--- src/rtl/tick_generator_bank_if.sv ---
// Configuration and output bundle for the tick generator bank.
// The controller drives the configuration side; the bank returns per-channel tick and wave.
interface tick_generator_bank_if #(
    parameter int CHANNELS = 5,
    parameter int WIDTH    = 32,
    parameter int CH_SEL_W = 3
);
    logic                cfg_we;
    logic [CH_SEL_W-1:0] cfg_ch;
    logic [WIDTH-1:0]    cfg_delay;
    logic                cfg_mode;
    logic                cfg_enable;
    logic                sync;
    logic [CHANNELS-1:0] tick;
    logic [CHANNELS-1:0] wave;

    modport master (
        output cfg_we, cfg_ch, cfg_delay, cfg_mode, cfg_enable, sync,
        input  tick, wave
    );

    modport slave (
        input  cfg_we, cfg_ch, cfg_delay, cfg_mode, cfg_enable, sync,
        output tick, wave
    );
endinterface

--- src/rtl/tick_generator_bank.sv ---
// Bank of independent programmable dividers producing registered tick pulses
// and 50%-duty square waves, with per-channel runtime configuration and a global restart.
module tick_generator_bank #(
    parameter int CHANNELS    = 5,
    parameter int WIDTH       = 32,
    parameter int RESET_DELAY = 100,
    parameter int CH_SEL_W    = 3
) (
    input  logic                 clk,
    input  logic                 rst,
    tick_generator_bank_if.slave bus
);

    logic [WIDTH-1:0]    cnt_r   [CHANNELS];
    logic [WIDTH-1:0]    delay_r [CHANNELS];
    logic [CHANNELS-1:0] mode_r;
    logic [CHANNELS-1:0] enable_r;
    logic [CHANNELS-1:0] tick_r;
    logic [CHANNELS-1:0] wave_r;

    logic [CHANNELS-1:0] cfg_hit_s;
    logic [CHANNELS-1:0] active_s;
    logic [CHANNELS-1:0] wrap_s;

    // Per-channel decode of the config write, run condition and wrap event.
    always_comb begin
        cfg_hit_s = {CHANNELS{1'b0}};
        active_s  = {CHANNELS{1'b0}};
        wrap_s    = {CHANNELS{1'b0}};
        for (int i = 0; i < CHANNELS; i++) begin
            // Out-of-range selects never match any channel, so such writes are dropped.
            cfg_hit_s[i] = bus.cfg_we && (bus.cfg_ch == CH_SEL_W'(i));
            active_s[i]  = enable_r[i] && (delay_r[i] != {WIDTH{1'b0}});
            wrap_s[i]    = active_s[i] && (cnt_r[i] == (delay_r[i] - WIDTH'(1)));
        end
    end

    // Channel state: config registers, counters and registered outputs.
    always_ff @(posedge clk or posedge rst) begin
        if (rst) begin
            for (int i = 0; i < CHANNELS; i++) begin
                cnt_r[i]   <= {WIDTH{1'b0}};
                delay_r[i] <= WIDTH'(RESET_DELAY);
            end
            mode_r   <= {CHANNELS{1'b0}};
            enable_r <= {CHANNELS{1'b1}};
            tick_r   <= {CHANNELS{1'b0}};
            wave_r   <= {CHANNELS{1'b0}};
        end else begin
            for (int i = 0; i < CHANNELS; i++) begin
                if (cfg_hit_s[i]) begin
                    delay_r[i]  <= bus.cfg_delay;
                    mode_r[i]   <= bus.cfg_mode;
                    enable_r[i] <= bus.cfg_enable;
                    cnt_r[i]    <= {WIDTH{1'b0}};
                    tick_r[i]   <= 1'b0;
                    wave_r[i]   <= 1'b0;
                end else if (bus.sync || !active_s[i]) begin
                    // Restart (or park) the channel without touching its config.
                    cnt_r[i]  <= {WIDTH{1'b0}};
                    tick_r[i] <= 1'b0;
                    wave_r[i] <= 1'b0;
                end else begin
                    cnt_r[i]  <= wrap_s[i] ? {WIDTH{1'b0}} : (cnt_r[i] + WIDTH'(1));
                    tick_r[i] <= wrap_s[i];
                    wave_r[i] <= mode_r[i] ? (wave_r[i] ^ wrap_s[i]) : 1'b0;
                end
            end
        end
    end

    assign bus.tick = tick_r;
    assign bus.wave = wave_r;

endmodule

--- src/flat_wrapper.sv ---
// flat-port wrapper written by rule: the top's interface ports become plain ports
module tick_generator_bank_flat 
#(
    parameter int CHANNELS    = 5,
    parameter int WIDTH       = 32,
    parameter int RESET_DELAY = 100,
    parameter int CH_SEL_W    = 3
)
  (clk, rst, bus_cfg_we, bus_cfg_ch, bus_cfg_delay, bus_cfg_mode, bus_cfg_enable, bus_sync, bus_tick, bus_wave);
  tick_generator_bank_if #(.CHANNELS(CHANNELS), .WIDTH(WIDTH), .CH_SEL_W(CH_SEL_W)) bus_i ();
  input  logic clk;
  input  logic rst;
  input wire logic [$bits(bus_i.cfg_we)-1:0] bus_cfg_we;
  input wire logic [$bits(bus_i.cfg_ch)-1:0] bus_cfg_ch;
  input wire logic [$bits(bus_i.cfg_delay)-1:0] bus_cfg_delay;
  input wire logic [$bits(bus_i.cfg_mode)-1:0] bus_cfg_mode;
  input wire logic [$bits(bus_i.cfg_enable)-1:0] bus_cfg_enable;
  input wire logic [$bits(bus_i.sync)-1:0] bus_sync;
  output wire logic [$bits(bus_i.tick)-1:0] bus_tick;
  output wire logic [$bits(bus_i.wave)-1:0] bus_wave;
  assign bus_i.cfg_we = bus_cfg_we;
  assign bus_i.cfg_ch = bus_cfg_ch;
  assign bus_i.cfg_delay = bus_cfg_delay;
  assign bus_i.cfg_mode = bus_cfg_mode;
  assign bus_i.cfg_enable = bus_cfg_enable;
  assign bus_i.sync = bus_sync;
  assign bus_tick = bus_i.tick;
  assign bus_wave = bus_i.wave;
  tick_generator_bank #(.CHANNELS(CHANNELS), .WIDTH(WIDTH), .RESET_DELAY(RESET_DELAY), .CH_SEL_W(CH_SEL_W)) u_core (.clk(clk), .rst(rst), .bus(bus_i));
endmodule
--- config.mk ---
export PLATFORM = sky130hd
export DESIGN_NAME = tick_generator_bank_flat
export DESIGN_NICKNAME = d
export VERILOG_FILES = /design/src/rtl/tick_generator_bank_if.sv /design/src/rtl/tick_generator_bank.sv /design/src/flat_wrapper.sv
export SDC_FILE = /design/constraint.sdc
export NUM_CORES = 1
export LEC_CHECK = 0
export CAP_MARGIN = 5
export CORE_ASPECT_RATIO = 1.25
export CORE_MARGIN = 1
export CORE_UTILIZATION = 35
export DETAILED_ROUTE_END_ITERATION = 10
export SLEW_MARGIN = 10
export SYNTH_ARGS = -nofsm -noshare
export SYNTH_HDL_FRONTEND = slang
export SYNTH_SLANG_ARGS = --single-unit
--- constraint.sdc ---
create_clock -name clk -period 30.8 [get_ports clk]
set_clock_uncertainty 0.05 [all_clocks]
set_input_delay 6.16 -clock clk [delete_from_list [all_inputs] [get_ports clk]]
set_output_delay 6.16 -clock clk [all_outputs]
set_load 0.02 [all_outputs]
==> impl_metrics.tcl <==
set metrics [dict create \
    outcome "finished with violations" \
    violations "design-rule violations" \
    antenna_cells 0 \
    yosys.area.top_type_share_pct 38.3 \
    netlist_area_mm2 0.0209 \
    critical-path-slowest-cell "buf_4" \
    p_clk_share_pct 36.5 \
    cp_cell_sequence "clkdlybuf4s50_1 -> inv_8 -> buf_4 -> buf_4 -> buf_4" \
    totalWireLength_um 59300 \
    die_h_um 275 \
    yosysUniqueCellTypes 85 \
    io_pins 51 \
    synth_seq_cells 340 \
    drc 4 \
    dp_hpwl_um 43100 \
    synth_top_cell_by_area "dfrtp_1" \
    dpl_worst_slack_ns 20.52 \
    syn_area_per_cell_um2 9.42 \
    fmax_mhz 106 \
    finish.net_count 2273 \
    finalCriticalPeriod_ns 9.41 \
    avgRoutedWirePerCell_um 19.8 \
    die_x_um 221 \
    clk_pin_slew_ns 0.07 \
    area_delta_synth_final_pct 12.0 \
    start_kind "primary input" \
    vdd_drop_max_mv 0.0338 \
    postLayoutSetupSlackWorst_ns 21.39 \
    cp.buffers_inverters 5 \
    cts_resized 0 \
    grt_use_total_pct 20.0 \
    fin_tns_setup_ns 0 \
    portBuffers 50 \
    numCtsBuffers 38 \
    slew_violations 0 \
    cts_tree "done" \
    syn_inst 2218 \
    drtIter0Drc 1647 \
    ant_nets 0 \
    cts_root_buffer "clkbuf_16" \
    nFillCells 5855 \
    postCtsSetupBuffers 0 \
    cpMostUsedCell "buf_4" \
    p_sw_share_pct 31.7 \
    setup_violations 0 \
    p_switching_mw 0.434 \
    gr-total-overflow 0 \
    rsz0062_at_grt "no" \
    path_delay_family "buffers and inverters" \
    grt_pass1_vias 17100 \
    crit_required_ns 31.30 \
    cp_slowest_stage_delay_ns 0.87 \
    maxCapViolCount 0 \
    grt_max_degree 122 \
    synth-main-ff-cell "dfrtp_1" \
    synth.most_common_cell "dfrtp_1" \
    powerDensity_mw_per_mm2 58.5 \
    antenna_found_initial 1 \
    tightest_slew_ns 1.17 \
    finalCritPeriodShare_pct 30.6 \
    die-area_mm2 0.0607 \
    dr.pass1.iters 8 \
    hold_violations 0 \
    vias 17000 \
    p_comb_share_pct 20.5 \
    clk-insertion-delay-late_ns 0.57 \
    synth_edf_count 0 \
    synth_common_cells "dfrtp_1 (320), nand2_1 (212), nor2_1 (180)" \
    power.internal_mw 0.935 \
    routabilityCongestion 0.886 \
    clock-sinks 340 \
    drt-vias-per-instance 5.67 \
    start_util_pct 35.6 \
    end_kind "async pin" \
    relSlewSlack_pct 21.6 \
    register_area_mm2 0.00853 \
    worstHoldPathType "flip-flop to flip-flop" \
    async_reset_ff_share_pct 100 \
    core_mm2 0.0587 \
    multi_input_area_mm2 0.0117 \
    seqPwrFrac_pct 42.9 \
    critPathKind "primary input to async pin" \
    synth_area_leaders "dfrtp_1 (38%), xnor2_1 (7.4%), mux2_2 (6.7%), xor2_1 (6.6%), nand2_1 (3.8%)" \
    ctsHoldBuffers 0 \
    ys_warn_count 0 \
    rows 99 \
    critPathMaxFanout 121 \
    grt_pass1_wl_um 95000 \
    arrival_ns 9.91 \
    cts_buffer_depth 3 \
    syn-num-nets 2274 \
    htreeDepth 2 \
    drive_above_1_share_pct 13.6 \
    yosysSeqAreaShare_pct 40.8 \
    p_leak_nw 8.91 \
]
[cell type report]
cell class / instances / area share, %
tap: 757 / 4.05
timing repair buffer: 70 / 2.78
sequential: 340 / 36.5
multi-input combinational: 1724 / 50.1
clock inverter: 19 / 1.26
clock buffer: 51 / 4.61
inverter: 43 / 0.722
[worst paths after layout]
path / start / slack, ns / endpoint / cells after the start
worst max-delay path: rst / 21.39 / u_core.delay_r[157] / 5
worst min-delay path: u_core.mode_r[2] / 0.42 / u_core.mode_r[2] / 2
worst max register to register: u_core.delay_r[32] / 25.50 / u_core.cnt_r[33] / 11
worst min register to register: u_core.mode_r[2] / 0.42 / u_core.mode_r[2] / 2
max in group clk: bus_cfg_we / 22.43 / u_core.cnt_r[63] / 6
min in group asynchronous: rst / 6.06 / u_core.bus.tick[3] / 2
[cells in the final DEF (no fill, tap or decap), types with 10 or more instances in the layout]
master / synthesis / routed
a211oi_1: 12 / 12
a21oi_1: 29 / 29
a31oi_1: 15 / 15
and2_1: 13 / 13
and3_1: 38 / 38
and4_1: 12 / 12
buf_4: 2 / 20
clkbuf_16: 0 / 38
clkdlybuf4s50_1: 0 / 50
dfrtp_1: 320 / 320
dfstp_2: 20 / 20
ha_1: 15 / 15
inv_1: 43 / 42
mux2_2: 125 / 125
nand2_1: 212 / 212
nand2b_1: 12 / 12
nand3_1: 94 / 93
nand3b_1: 12 / 12
nand4_1: 53 / 53
nor2_1: 180 / 178
nor2b_1: 13 / 13
nor3_1: 137 / 137
nor3_2: 30 / 30
nor3b_1: 15 / 15
nor4_1: 66 / 65
nor4b_1: 18 / 17
o211ai_1: 11 / 11
o21ai_0: 47 / 47
o31a_1: 10 / 10
o41ai_1: 11 / 11
or2_2: 15 / 15
or3_1: 22 / 22
or4_1: 33 / 33
xnor2_1: 177 / 177
xor2_1: 157 / 157
[kinds of logic (layout without fill, tap and decap cells)]
kind of cell,Yosys count,count (layout),share of synthesized area (%)
AO/OA/AOI/OAI,224,224,7.59
AND/OR/NAND/NOR,1019,1019,26.5
XOR/XNOR,334,334,14.0
adder cells (fa/ha/maj),15,15,0.898
flip-flops,340,340,40.8
buffers and inverters,154,183,3.13
multiplexers,132,132,7.07
[worst min-delay path: stages, from the launching register on]
cell     delay, ns
dfrtp_1       0.32
nand2_1       0.06
nand2_1       0.05
[state kept, by name, summed over array words and instances (netlist names)]
name / flops
u_core.enable_r: 5
u_core.bus.wave: 5
u_core.cnt_r: 160
u_core.bus.tick: 5
u_core.delay_r: 160
u_core.mode_r: 5
[power by group through the flow]
stage / Combinational [mW] / Clock, mW / Sequential (mW)
after floorplan: 0.230 / 0 / 0.552
after global placement: 0.273 / 0 / 0.591
after detailed placement: 0.279 / 0 / 0.593
after CTS: 0.281 / 0.514 / 0.586
after global routing: 0.310 / 0.531 / 0.597
final: 0.281 / 0.500 / 0.588
[metal layers]
layer	vias up	wire length [um]	part of all wire, %	GRT usage [%]
li1	7961	-	-	-
met3	131	3150	5.3	3.28
met4	2	2420	4.1	8.36
met2	443	28400	48	33.3
met5	-	8	0.013	0
met1	8503	25400	43	25.5
[per-stage QoR]
stage                     cells  cell area (um^2)  util, %  power (mW)  hold slack, ns
after floorplan            2218             20900        -       0.783           0.382
after global placement     2934             22000     37.5       0.865           0.404
after detailed placement   2934             22000     37.5       0.873           0.407
after CTS                  3004             23400     39.9        1.38           0.422
after global routing       3004             23400     39.9        1.44           0.451
final                      3004             23400     39.9        1.37           0.417
(Power assumes the default switching activity.)
